--- config.mk ---
export PLATFORM = sky130hd
export DESIGN_NAME = regbank_arbiter
export DESIGN_NICKNAME = d
export VERILOG_FILES = /design/src/rtl/regbank_arbiter.sv
export SDC_FILE = /design/constraint.sdc
export NUM_CORES = 1
export LEC_CHECK = 0
export ABC_CLOCK_PERIOD_IN_PS = 1800
export BUFFER_PORTS_ARGS = -buffer_cell sky130_fd_sc_hd__buf_2
export CORE_ASPECT_RATIO = 1.2
export CORE_MARGIN = 1.5
export CORE_UTILIZATION = 41
export CTS_CLUSTER_DIAMETER = 60
export DETAILED_ROUTE_END_ITERATION = 16
export PLACE_DENSITY = 0.92
export SLEW_MARGIN = 20
export SYNTH_ARGS = -nofsm -noshare
export SYNTH_HDL_FRONTEND = slang
export SYNTH_SLANG_ARGS = --single-unit
--- constraint.sdc ---
create_clock -name clk -period 1.8 [get_ports clk]
set_input_delay 0.27 -clock clk [delete_from_list [all_inputs] [get_ports clk]]
set_output_delay 0.27 -clock clk [all_outputs]
set_load 0.05 [all_outputs]
--- src/rtl/regbank_arbiter.sv ---
// Two-requester round-robin arbiter in front of a single-port register bank.
// Optional REGBANK_ARB_RO0_EN makes address 0 read-only (writes complete with rsp_err).
module regbank_arbiter #(
    parameter int unsigned ADDR_W = 5,
    parameter int unsigned DATA_W = 32
) (
    input  logic              clk,
    input  logic              rst,
    input  logic [1:0]        cmd_valid,
    input  logic [1:0]        cmd_write,
    input  logic [ADDR_W-1:0] cmd_addr  [2],
    input  logic [DATA_W-1:0] cmd_wdata [2],
    output logic [1:0]        cmd_ready,
    output logic [1:0]        rsp_valid,
    output logic [DATA_W-1:0] rsp_rdata,
    output logic              rsp_err,
    output logic [ADDR_W-1:0] rb_addr,
    output logic [DATA_W-1:0] rb_wdata,
    output logic              rb_write_en,
    output logic              rb_read_en,
    input  logic [DATA_W-1:0] rb_rdata
);

    typedef enum logic [1:0] {
        IDLE  = 2'd0,
        WRITE = 2'd1,
        READ  = 2'd2,
        RESP  = 2'd3
    } state_t;

    typedef struct packed {
        logic              owner;
        logic              write;
        logic [ADDR_W-1:0] addr;
        logic [DATA_W-1:0] wdata;
    } cmd_t;

    state_t state;
    state_t state_nxt;
    cmd_t   cur;
    logic   last_grant;
    logic   winner;
    logic   accept;

    // Round-robin pick: a lone requester wins, a tie goes to the one not granted last.
    always_comb begin
        if (cmd_valid == 2'b11) begin
            winner = ~last_grant;
        end else begin
            winner = cmd_valid[1];
        end
    end

    // Next state and state-decoded outputs; cmd_ready is gated by rst so reset masks it at once.
    always_comb begin
        state_nxt   = state;
        accept      = 1'b0;
        cmd_ready   = 2'b00;
        rsp_valid   = 2'b00;
        rsp_rdata   = '0;
        rsp_err     = 1'b0;
        rb_write_en = 1'b0;
        rb_read_en  = 1'b0;
        case (state)
            IDLE: begin
                if (!rst && cmd_valid[winner]) begin
                    accept            = 1'b1;
                    cmd_ready[winner] = 1'b1;
                    state_nxt         = cmd_write[winner] ? WRITE : READ;
                end
            end
            WRITE: begin
                rsp_valid[cur.owner] = 1'b1;
                rb_write_en          = 1'b1;
`ifdef REGBANK_ARB_RO0_EN
                if (cur.addr == '0) begin
                    rb_write_en = 1'b0;
                    rsp_err     = 1'b1;
                end
`endif
                state_nxt = IDLE;
            end
            READ: begin
                rb_read_en = 1'b1;
                state_nxt  = RESP;
            end
            RESP: begin
                rsp_valid[cur.owner] = 1'b1;
                rsp_rdata            = rb_rdata;
                state_nxt            = IDLE;
            end
            default: state_nxt = IDLE;
        endcase
    end

    always_ff @(posedge clk or posedge rst) begin
        if (rst) begin
            state      <= IDLE;
            cur        <= '0;
            last_grant <= 1'b1;
        end else begin
            state <= state_nxt;
            if (accept) begin
                cur.owner  <= winner;
                cur.write  <= cmd_write[winner];
                cur.addr   <= cmd_addr[winner];
                cur.wdata  <= cmd_wdata[winner];
                last_grant <= winner;
            end
        end
    end

    assign rb_addr  = cur.addr;
    assign rb_wdata = cur.wdata;

endmodule
==> results of run 1 <==
final cells by class:
type                       count  share of cell area (%)
sequential                    41                    29.3
clock inverter                 1                   0.854
inverter                       1                   0.107
timing repair buffer         197                    30.5
clock buffer                   7                    2.46
tap                           82                    2.92
multi-input combinational    123                    33.9
cells in the mapped netlist:
master / count / share of area, %
a21boi_4: 1 / 0.72
mux2i_1: 1 / 0.38
and3_1: 32 / 7.7
clkbuf_1: 7 / 1.0
buf_4: 38 / 11
nor4_4: 1 / 0.82
dfstp_2: 1 / 1.0
or3_1: 1 / 0.24
dfrtp_1: 40 / 38
nor3_1: 2 / 0.38
o21bai_1: 1 / 0.29
mux2_1: 5 / 2.2
inv_1: 1 / 0.14
buf_6: 8 / 3.5
nor2_1: 1 / 0.14
mux2_2: 71 / 31
conb_1: 1 / 0.14
a21o_1: 1 / 0.29
and2_1: 2 / 0.48
nor2b_1: 3 / 0.72
through the flow:
| stage | area, um2 | util [%] | power [W] | setup TNS [ns] |
|---|---|---|---|---|
| 5_1_grt | 3510 | 57.7 | 0.00686 | -0.0154 |
| 3_5_place_dp | 3350 | 55.0 | 0.00576 | 0 |
| 6_report | 3510 | 57.7 | 0.00653 | 0 |
| 3_3_place_gp | 3350 | 55.0 | 0.00565 | 0 |
| 2_1_floorplan | 2620 | - | 0.00548 | 0 |
| 4_1_cts | 3480 | 57.2 | 0.00654 | 0 |
power groups by stage:
stage	clock [W]	combinational, W	sequential, W
5_1_grt	0.000824	0.00432	0.00172
6_report	0.000767	0.00411	0.00165
3_3_place_gp	0	0.00402	0.00163
4_1_cts	0.000788	0.00411	0.00165
2_1_floorplan	0	0.00386	0.00161
3_5_place_dp	0	0.00409	0.00167
cells by family (layout without fill, tap and decap cells):
logic type | Yosys count | in the layout | share of synthesized area (%)
AOI/OAI and AO/OA | 3 | 3 | 1.30
buffers and inverters | 54 | 206 | 15.5
DFF | 41 | 41 | 39.4
muxes | 77 | 77 | 33.2
other | 1 | 1 | 0.144
and+or+nand+nor | 42 | 42 | 10.5
final timing paths:
check / from / cells past startpoint / endpoint / slack, ns
min in group asynchronous: rst / 3 / state[1] / 0.53
max reg2reg: last_grant / 4 / rb_wdata[20] / 0.22
min: cmd_write[0] / 3 / state[0] / 0.29
max in group asynchronous: rst / 4 / last_grant / 0.74
max: state[0] / 3 / cmd_ready[0] / 0.05
min reg2reg: rb_wdata[31] / 1 / rb_wdata[31] / 0.48
sequential cells by signal (all words and copies together) (netlist names):
signal	cells
last_grant	1
cur	1
state	2
rb_wdata	32
rb_addr	5
per-layer routing:
layer | global-route usage (%) | part of all wire [%]
met4 | 5.06 | 1.5
met2 | 33.8 | 58
met3 | 2.79 | 7.4
met1 | 17.0 | 33
met5 | 0 | 0
critical path, cell delays in order (launching register included):
cell	delay, ns
dfrtp_2	0.46
or3_4	0.41
nor3_2	0.14
buf_6	0.18
timing repair:
item | in CTS | in global routing
pin swaps | 1 | 1
buffers inserted | 0 | 2
gates cloned | 0 | 0
endpoints found under the setup margin | 2 | 6
hold endpoints to repair | 10 | 0
resized for setup | 4 | 4
hold buffers | 1 | 0
==> reports/results.txt, run 1 <==
Top Ports = 188
DR vias = 2157
Synth-to-Final Area Change = 34.7%
total grt overflow = 0
status = finished, final reports clean
register area = 1030 um2
# setup viols final = 0
fin nets = 481
core area = 6090 um2
worst vdd rail ir drop = 1020 uV
Syn Nets = 330
Final Hold Viols = 0
Post-Place Worst Slack = 0.186 ns
area of the multi-input gates = 1190 um2
initial drt markers = 30
root buf cell = clkbuf_8
Num CTS Buffers = 5
router iterations before antenna repair = 4
initial antenna violation count = 0
Port-buffer cells = 186
Hold Slack = 0.292 ns
final RePlAce weighted congestion = 0.803
Sw Ratio = 52.4%
mapped cell area = 2610 um2
RSZ-0062 raised after global routing = yes
crit path max fanout = 5
Setup Crit Path Kind = reg2out
Yosys reg bits = 41
min setup slack post-route = 0.0499 ns
non-filler cells, final = 452
Residual DRC = 0
# diodes = 0
Clk pwr share = 11.7%
Internal Power = 0.00311 W
Final Cycle Share = 97.2%
cell count after synthesis = 218
HPWL Detailed = 4790 um
Psw = 0.00342 W
final WL = 5940 um
CTS max path bufs = 2
Flop pwr share = 25.2%
fmax = 571 MHz
number of fill cells = 535
GRT Total Usage = 17.1%
register area share after synthesis = 39.4%
Min-Delay Path Class = in2reg
Worst-Skew Late Latency = 0.29 ns
CTS HTree Levels = 2
chip height = 90.4 um
pin count of the biggest net entering global routing = 39
combinational power share = 63.0%
Rows = 31
Final Max Slew Viols = 0
minimum clock period = 1.75 ns
commonest cells after routing, fill and taps aside = 183 x buf_2, 71 x mux2_2, 39 x dfrtp_1
vias in the first global route = 2114
ANT nets after route = 0
placed cell count = 441
share of cells above drive strength 1 = 76.2%
syn avg cell area = 12.0 um2
CTS clk-pin slew, worst paths = 0.09 ns
critical path startpoint category = flip-flop
routed len/inst = 13.1 um
area of the die = 6850 um2
first-pass GRT wire length = 9070 um
Die X = 75.8 um
crit path DAT = 1.48 ns
TritonCTS Sinks = 41
CP endpoint kind = output port
cell leakage power = 1.93 nW
worst endpoint required time = 1.53 ns
clock skew = 0.0110 ns
power per cell area = 1860 nW/um2
initial core utilization = 42.8%
TritonCTS clock tree = yes
synth unique cells = 20
max_cap viols = 0
Ys Warns = 0
Via-to-Cell Ratio = 4.77
commonest non-fill, non-tap cell in the layout = buf_2
(Power assumes the default switching activity.)
==> inputs of run 2 (changes only) <==
--- a/constraint.sdc
+++ b/constraint.sdc
@@ -3,2 +3,2 @@
 set_output_delay 0.27 -clock clk [all_outputs]
-set_load 0.05 [all_outputs]
+set_load 0.01 [all_outputs]
==> reports/results.txt, run 2 (synthesis gave the netlist of run 1 again) <==
status = finished, final reports clean
area of the die = 6850 um2
relative slew slack = 49.4%
Top Ports = 188
Pwr Total = 0.00473 W
Setup Crit Path Kind = reg2out
final WL = 6220 um
Residual DRC = 0
total grt overflow = 0
root buf cell = clkbuf_8
router iterations before antenna repair = 4
number of fill cells = 513
max_cap viols = 0
CP max-delay cell = dfrtp_1
initial antenna violation count = 0
Via-to-Cell Ratio = 4.79
pin count of the biggest net entering global routing = 38
Min-Delay Path Class = in2async
TritonCTS Sinks = 41
CTS HTree Levels = 2
fin nets = 481
# hold bufs at CTS = 0
vias in the first global route = 2131
# diodes = 0
worst vdd rail ir drop = 615 uV
fmax = 589 MHz
Final Hold Viols = 0
commonest cells after routing, fill and taps aside = 186 x buf_2, 71 x mux2_2, 40 x dfrtp_1
Worst-Skew Late Latency = 0.28 ns
Rows = 31
DR vias = 2167
CP endpoint kind = output port
power per cell area = 1340 nW/um2
crit path DAT = 1.43 ns
RSZ-0062 raised after global routing = no
TritonCTS clock tree = yes
non-filler cells, final = 452
CTS clk-pin slew, worst paths = 0.07 ns
routed len/inst = 13.8 um
area of the multi-input gates = 1180 um2
Die X = 75.8 um
Synth-to-Final Area Change = 34.9%
worst-margin pin slew = 0.754 ns
core area = 6090 um2
GRT Total Usage = 18.5%
Largest register FFs = 32
Port-buffer cells = 186
CTS max path bufs = 2
CP peak stage delay = 0.41 ns
crit path cell chain = nor4_4 -> buf_12 -> and2_1 -> buf_2
Final Cycle Share = 94.3%
minimum clock period = 1.70 ns
cell leakage power = 1.95 nW
Post-Route Setup TNS = 0 ns
share of cells above drive strength 1 = 75.4%
commonest non-fill, non-tap cell in the layout = buf_2
chip height = 90.4 um
HPWL Detailed = 4910 um
crit path max fanout = 6
critical path startpoint category = flip-flop
clock skew = 0.00686 ns
initial drt markers = 56
Hold Slack = 0.0641 ns
placed cell count = 440
reg2reg setup slack = 0.13 ns
worst endpoint required time = 1.53 ns
ANT nets after route = 0
final RePlAce weighted congestion = 0.810
Num CTS Buffers = 5
register area = 1030 um2
# setup viols final = 0
first-pass GRT wire length = 9730 um
Final Max Slew Viols = 0
initial core utilization = 42.8%
## run 2: changes by cell type in the layout (fill, tap and decap cells not counted)
cell and delta:
buf_12 +1, buf_2 +3, buf_6 -3, bufbuf_16 +1, clkbuf_4 -1, dfrtp_1 +1
dfrtp_2 -1, dlygate4sd3_1 -1, nor2b_1 +2, nor2b_2 -2, or3_1 +1, or3_4 -1
## run 2: per-layer routing
| metal | GRT usage [%] | vias up | routed length [um] |
|---|---|---|---|
| met5 | 0 | - | 0 |
| met4 | 5.80 | 0 | 104 |
| met2 | 36.1 | 107 | 3600 |
| met3 | 4.24 | 8 | 388 |
| met1 | 18.1 | 1028 | 2120 |
| li1 | - | 1024 | - |
## run 2: power breakdown
group | switching [W] | total, W | internal [W]
Sequential | 0.000235 | 0.00164 | 0.00140
Clock | 0.000299 | 0.000751 | 0.000452
Combinational | 0.00108 | 0.00234 | 0.00126
Total | 0.00162 | 0.00473 | 0.00311
## run 2: stage by stage
step	utilization, %	worst slack [ns]	cell area, um2
final	57.8	0.102	3520
after global routing	57.8	0.0235	3520
after CTS	57.5	0.0128	3500
after detailed placement	54.9	0.230	3340
after global placement	54.9	0.266	3340
after floorplan	-	0.324	2610
## run 2: path summary, 6_finish.rpt
path	endpoint	cells after the start	start
worst max-delay path	cmd_ready[1]	4	state[1]
worst min register to register	rb_wdata[31]	1	rb_wdata[31]
worst min-delay path	state[0]	2	rst
worst max register to register	rb_wdata[6]	4	state[1]
min in group clk	state[0]	3	cmd_write[0]
max in group asynchronous	rb_wdata[3]	3	rst
## run 2: final cells by class
type                            count  share of cell area, %
Clock inverter                      1                  0.853
Multi-Input combinational cell    123                   33.6
Clock buffer                        7                   2.45
Tap cell                           82                   2.92
Timing Repair Buffer              197                   30.9
Sequential cell                    41                   29.2
Inverter                            1                  0.107
## run 2: critical path: cells and delay by family, from the launching register on
kind	cells	cell delay, ns
buffers and inverters	2	0.28
flip-flops	1	0.41
AND/OR/NAND/NOR	2	0.46
## run 2: what timing repair did
action	4_1_cts	5_1_grt
pin swaps	1	2
setup endpoints to repair	1	2
buffers inserted	1	2
gates cloned	1	0
resized for setup	0	1
==> inputs of run 3 (changes only) <==
Settings changed: ABC_AREA set to 1, CORE_UTILIZATION 41 to 43, PLACE_DENSITY 0.92 to 0.93.
==> reports/results.txt, run 3 <==
commonest cells after routing, fill and taps aside = 186 x buf_2, 181 x nand2_1, 40 x dfrtp_1
Async SR Flop Fraction = 100%
Primary FF master, synth = dfrtp_1
CP Depth = 5
status = finished, final reports clean
CP startpoint = last_grant
clock skew = 0.00340 ns
relative slew slack = 64.2%
Final Cycle Share = 93.0%
CP top delay family = flip-flops
Critical Path End = cmd_ready[0]
cell count after synthesis = 430
Final Hold Viols = 0
highest routed layer = met4
Worst R2R Path Depth = 7
vias in the first global route = 2821
TritonCTS clock tree = yes
crit path cell chain = nand2_4 -> nand2_2 -> inv_2 -> nor2_1 -> buf_2
total grt overflow = 0
number of fill cells = 652
Syn Nets = 542
Synth-to-Final Area Change = 26.8%
initial antenna violation count = 2
CTS max path bufs = 2
ANT nets after route = 0
max_cap viols = 0
# setup viols final = 0
commonest non-fill, non-tap cell in the layout = buf_2
router iterations before antenna repair = 4
R2R Path Start = state[0]
final core utilization = 56.2%
Residual DRC = 0
syn avg cell area = 6.60 um2
critical path startpoint category = flip-flop
Post-Route Setup TNS = 0 ns
combinational power share = 50.4%
Top Ports = 188
crit path max fanout = 14
power per cell area = 1250 nW/um2
Num CTS Buffers = 5
register area share after synthesis = 36.2%
most used standard cell by instance count after synthesis = nand2_1
share of cells above drive strength 1 = 40.4%
Metal-1 WL = 3130 um
chip height = 92.0 um
pin count of the biggest net entering global routing = 42
final RePlAce weighted congestion = 0.881
Internal Power = 0.00253 W
met3 wire length = 1110 um
Ys Warns = 0
Post-synth EDFFs = 0
final WL = 8840 um
Setup Crit Path Kind = reg2out
Final Max Slew Viols = 0
area of the die = 7100 um2
Worst-Skew Late Latency = 0.28 ns
Largest register FFs = 32
Psw = 0.00195 W
worst endpoint required time = 1.53 ns
Commonest cells post-synth = 182 x nand2_1, 46 x buf_4, 40 x dfrtp_1, 40 x inv_1
Synth area leader = dfrtp_1
CP max-delay cell = dfstp_2
initial drt markers = 116
Via-to-Cell Ratio = 4.63
Min-Delay Path Class = in2async
routed len/inst = 13.4 um
synth unique cells = 18
Synth top area share = 35.3%
CP endpoint kind = output port
CTS HTree Levels = 2
# hold bufs at CTS = 0
cell leakage power = 2.44 nW
HPWL Detailed = 6870 um
register area = 1030 um2
fin nets = 683
Die X = 77.2 um
fmax = 598 MHz
Flop pwr share = 36.0%
Rows = 32
Sw Ratio = 43.6%
RSZ-0062 raised after global routing = no
core area = 6410 um2
DR vias = 3049
initial core utilization = 44.3%
worst-margin pin slew = 0.536 ns
Port-buffer cells = 186
R2R Path End = rb_wdata[8]
minimum clock period = 1.67 ns
met2 routed WL = 4350 um
top cells by area, synth = dfrtp_1 35%, nand2_1 24%, buf_4 12%
crit path DAT = 1.40 ns
CP peak stage delay = 0.56 ns
TritonCTS Sinks = 41
root buf cell = clkbuf_8
worst vdd rail ir drop = 573 uV
CTS clk-pin slew, worst paths = 0.07 ns
Yosys reg bits = 41
first-pass GRT wire length = 13600 um
reg2reg setup slack = 0.20 ns
WP buf/inv = 2
area of the multi-input gates = 1200 um2
GRT Total Usage = 24.8%
mapped cell area = 2840 um2
Clk pwr share = 13.6%
[run 3: cell types whose count changed after synthesis, sizes merged, moves of 10 or more]
cell and delta:
nand2 +203, nor2 +40, and3 -32, mux2 -76
nand3 +39, buf +10, inv +41
[run 3: routing by layer]
layer / GRT usage, % / up-vias
met4: 9.24 / 0
met1: 25.9 / 1372
met5: 0 / -
li1: - / 1510
met2: 43.1 / 152
met3: 11.7 / 15
[run 3: cells by family after synthesis]
group,Yosys count,synth area share [%]
buf+inv,104,21.7
simple gates,283,41.4
other cells,1,0.132
flops,41,36.2
compound gates,1,0.573
[run 3: how the worst min path moves through the flow]
stage / end / slack, ns / start / cells after the start
2_1_floorplan: cur[38] / 0.27 / rst / 1
3_3_place_gp: rb_wdata[5] / 0.46 / rb_wdata[5] / 2
3_5_place_dp: rb_wdata[0] / 0.46 / rb_wdata[0] / 2
4_1_cts: rb_wdata[5] / 0.19 / rst / 3
5_1_grt: state[1] / 0.23 / rst / 3
6_report: state[0] / 0.17 / rst / 3
[run 3: cell type report]
cell class / count / share of cell area [%]
multi-input cells: 285 / 33.4
flip-flops and latches: 41 / 28.6
repair buffers: 196 / 28.0
inverters: 42 / 4.49
well taps: 85 / 2.96
clock buffers: 8 / 2.50
diodes: 2 / 0.139
[run 3: power by group through the flow]
stage	registers (W)	logic, W	clock network, W
2_1_floorplan	0.00155	0.00196	0
3_3_place_gp	0.00161	0.00219	0
3_5_place_dp	0.00161	0.00226	0
4_1_cts	0.00161	0.00228	0.000633
5_1_grt	0.00166	0.00252	0.000674
6_report	0.00161	0.00226	0.000611
[run 3: stage by stage]
step	setup WS [ns]	total power (W)	instance area, um2	cells	hold WS [ns]
6_report	0.127	0.00449	3600	659	0.172
4_1_cts	0.0296	0.00452	3580	657	0.194
3_5_place_dp	0.125	0.00388	3490	648	0.460
2_1_floorplan	0.102	0.00351	2840	430	0.271
3_3_place_gp	0.239	0.00380	3490	648	0.459
5_1_grt	0.0489	0.00485	3600	659	0.233
[run 3: worst min-delay path, delay by kind of cell]
kind / cells / cell delay [ns]
buffers and inverters: 3 / 0.64
[run 3: timing repair]
action	4_1_cts	5_1_grt
gates resized for setup	0	2
setup buffers	1	0
pin swaps	1	0
endpoints found under the setup margin	1	2
hold endpoints to repair	0	0
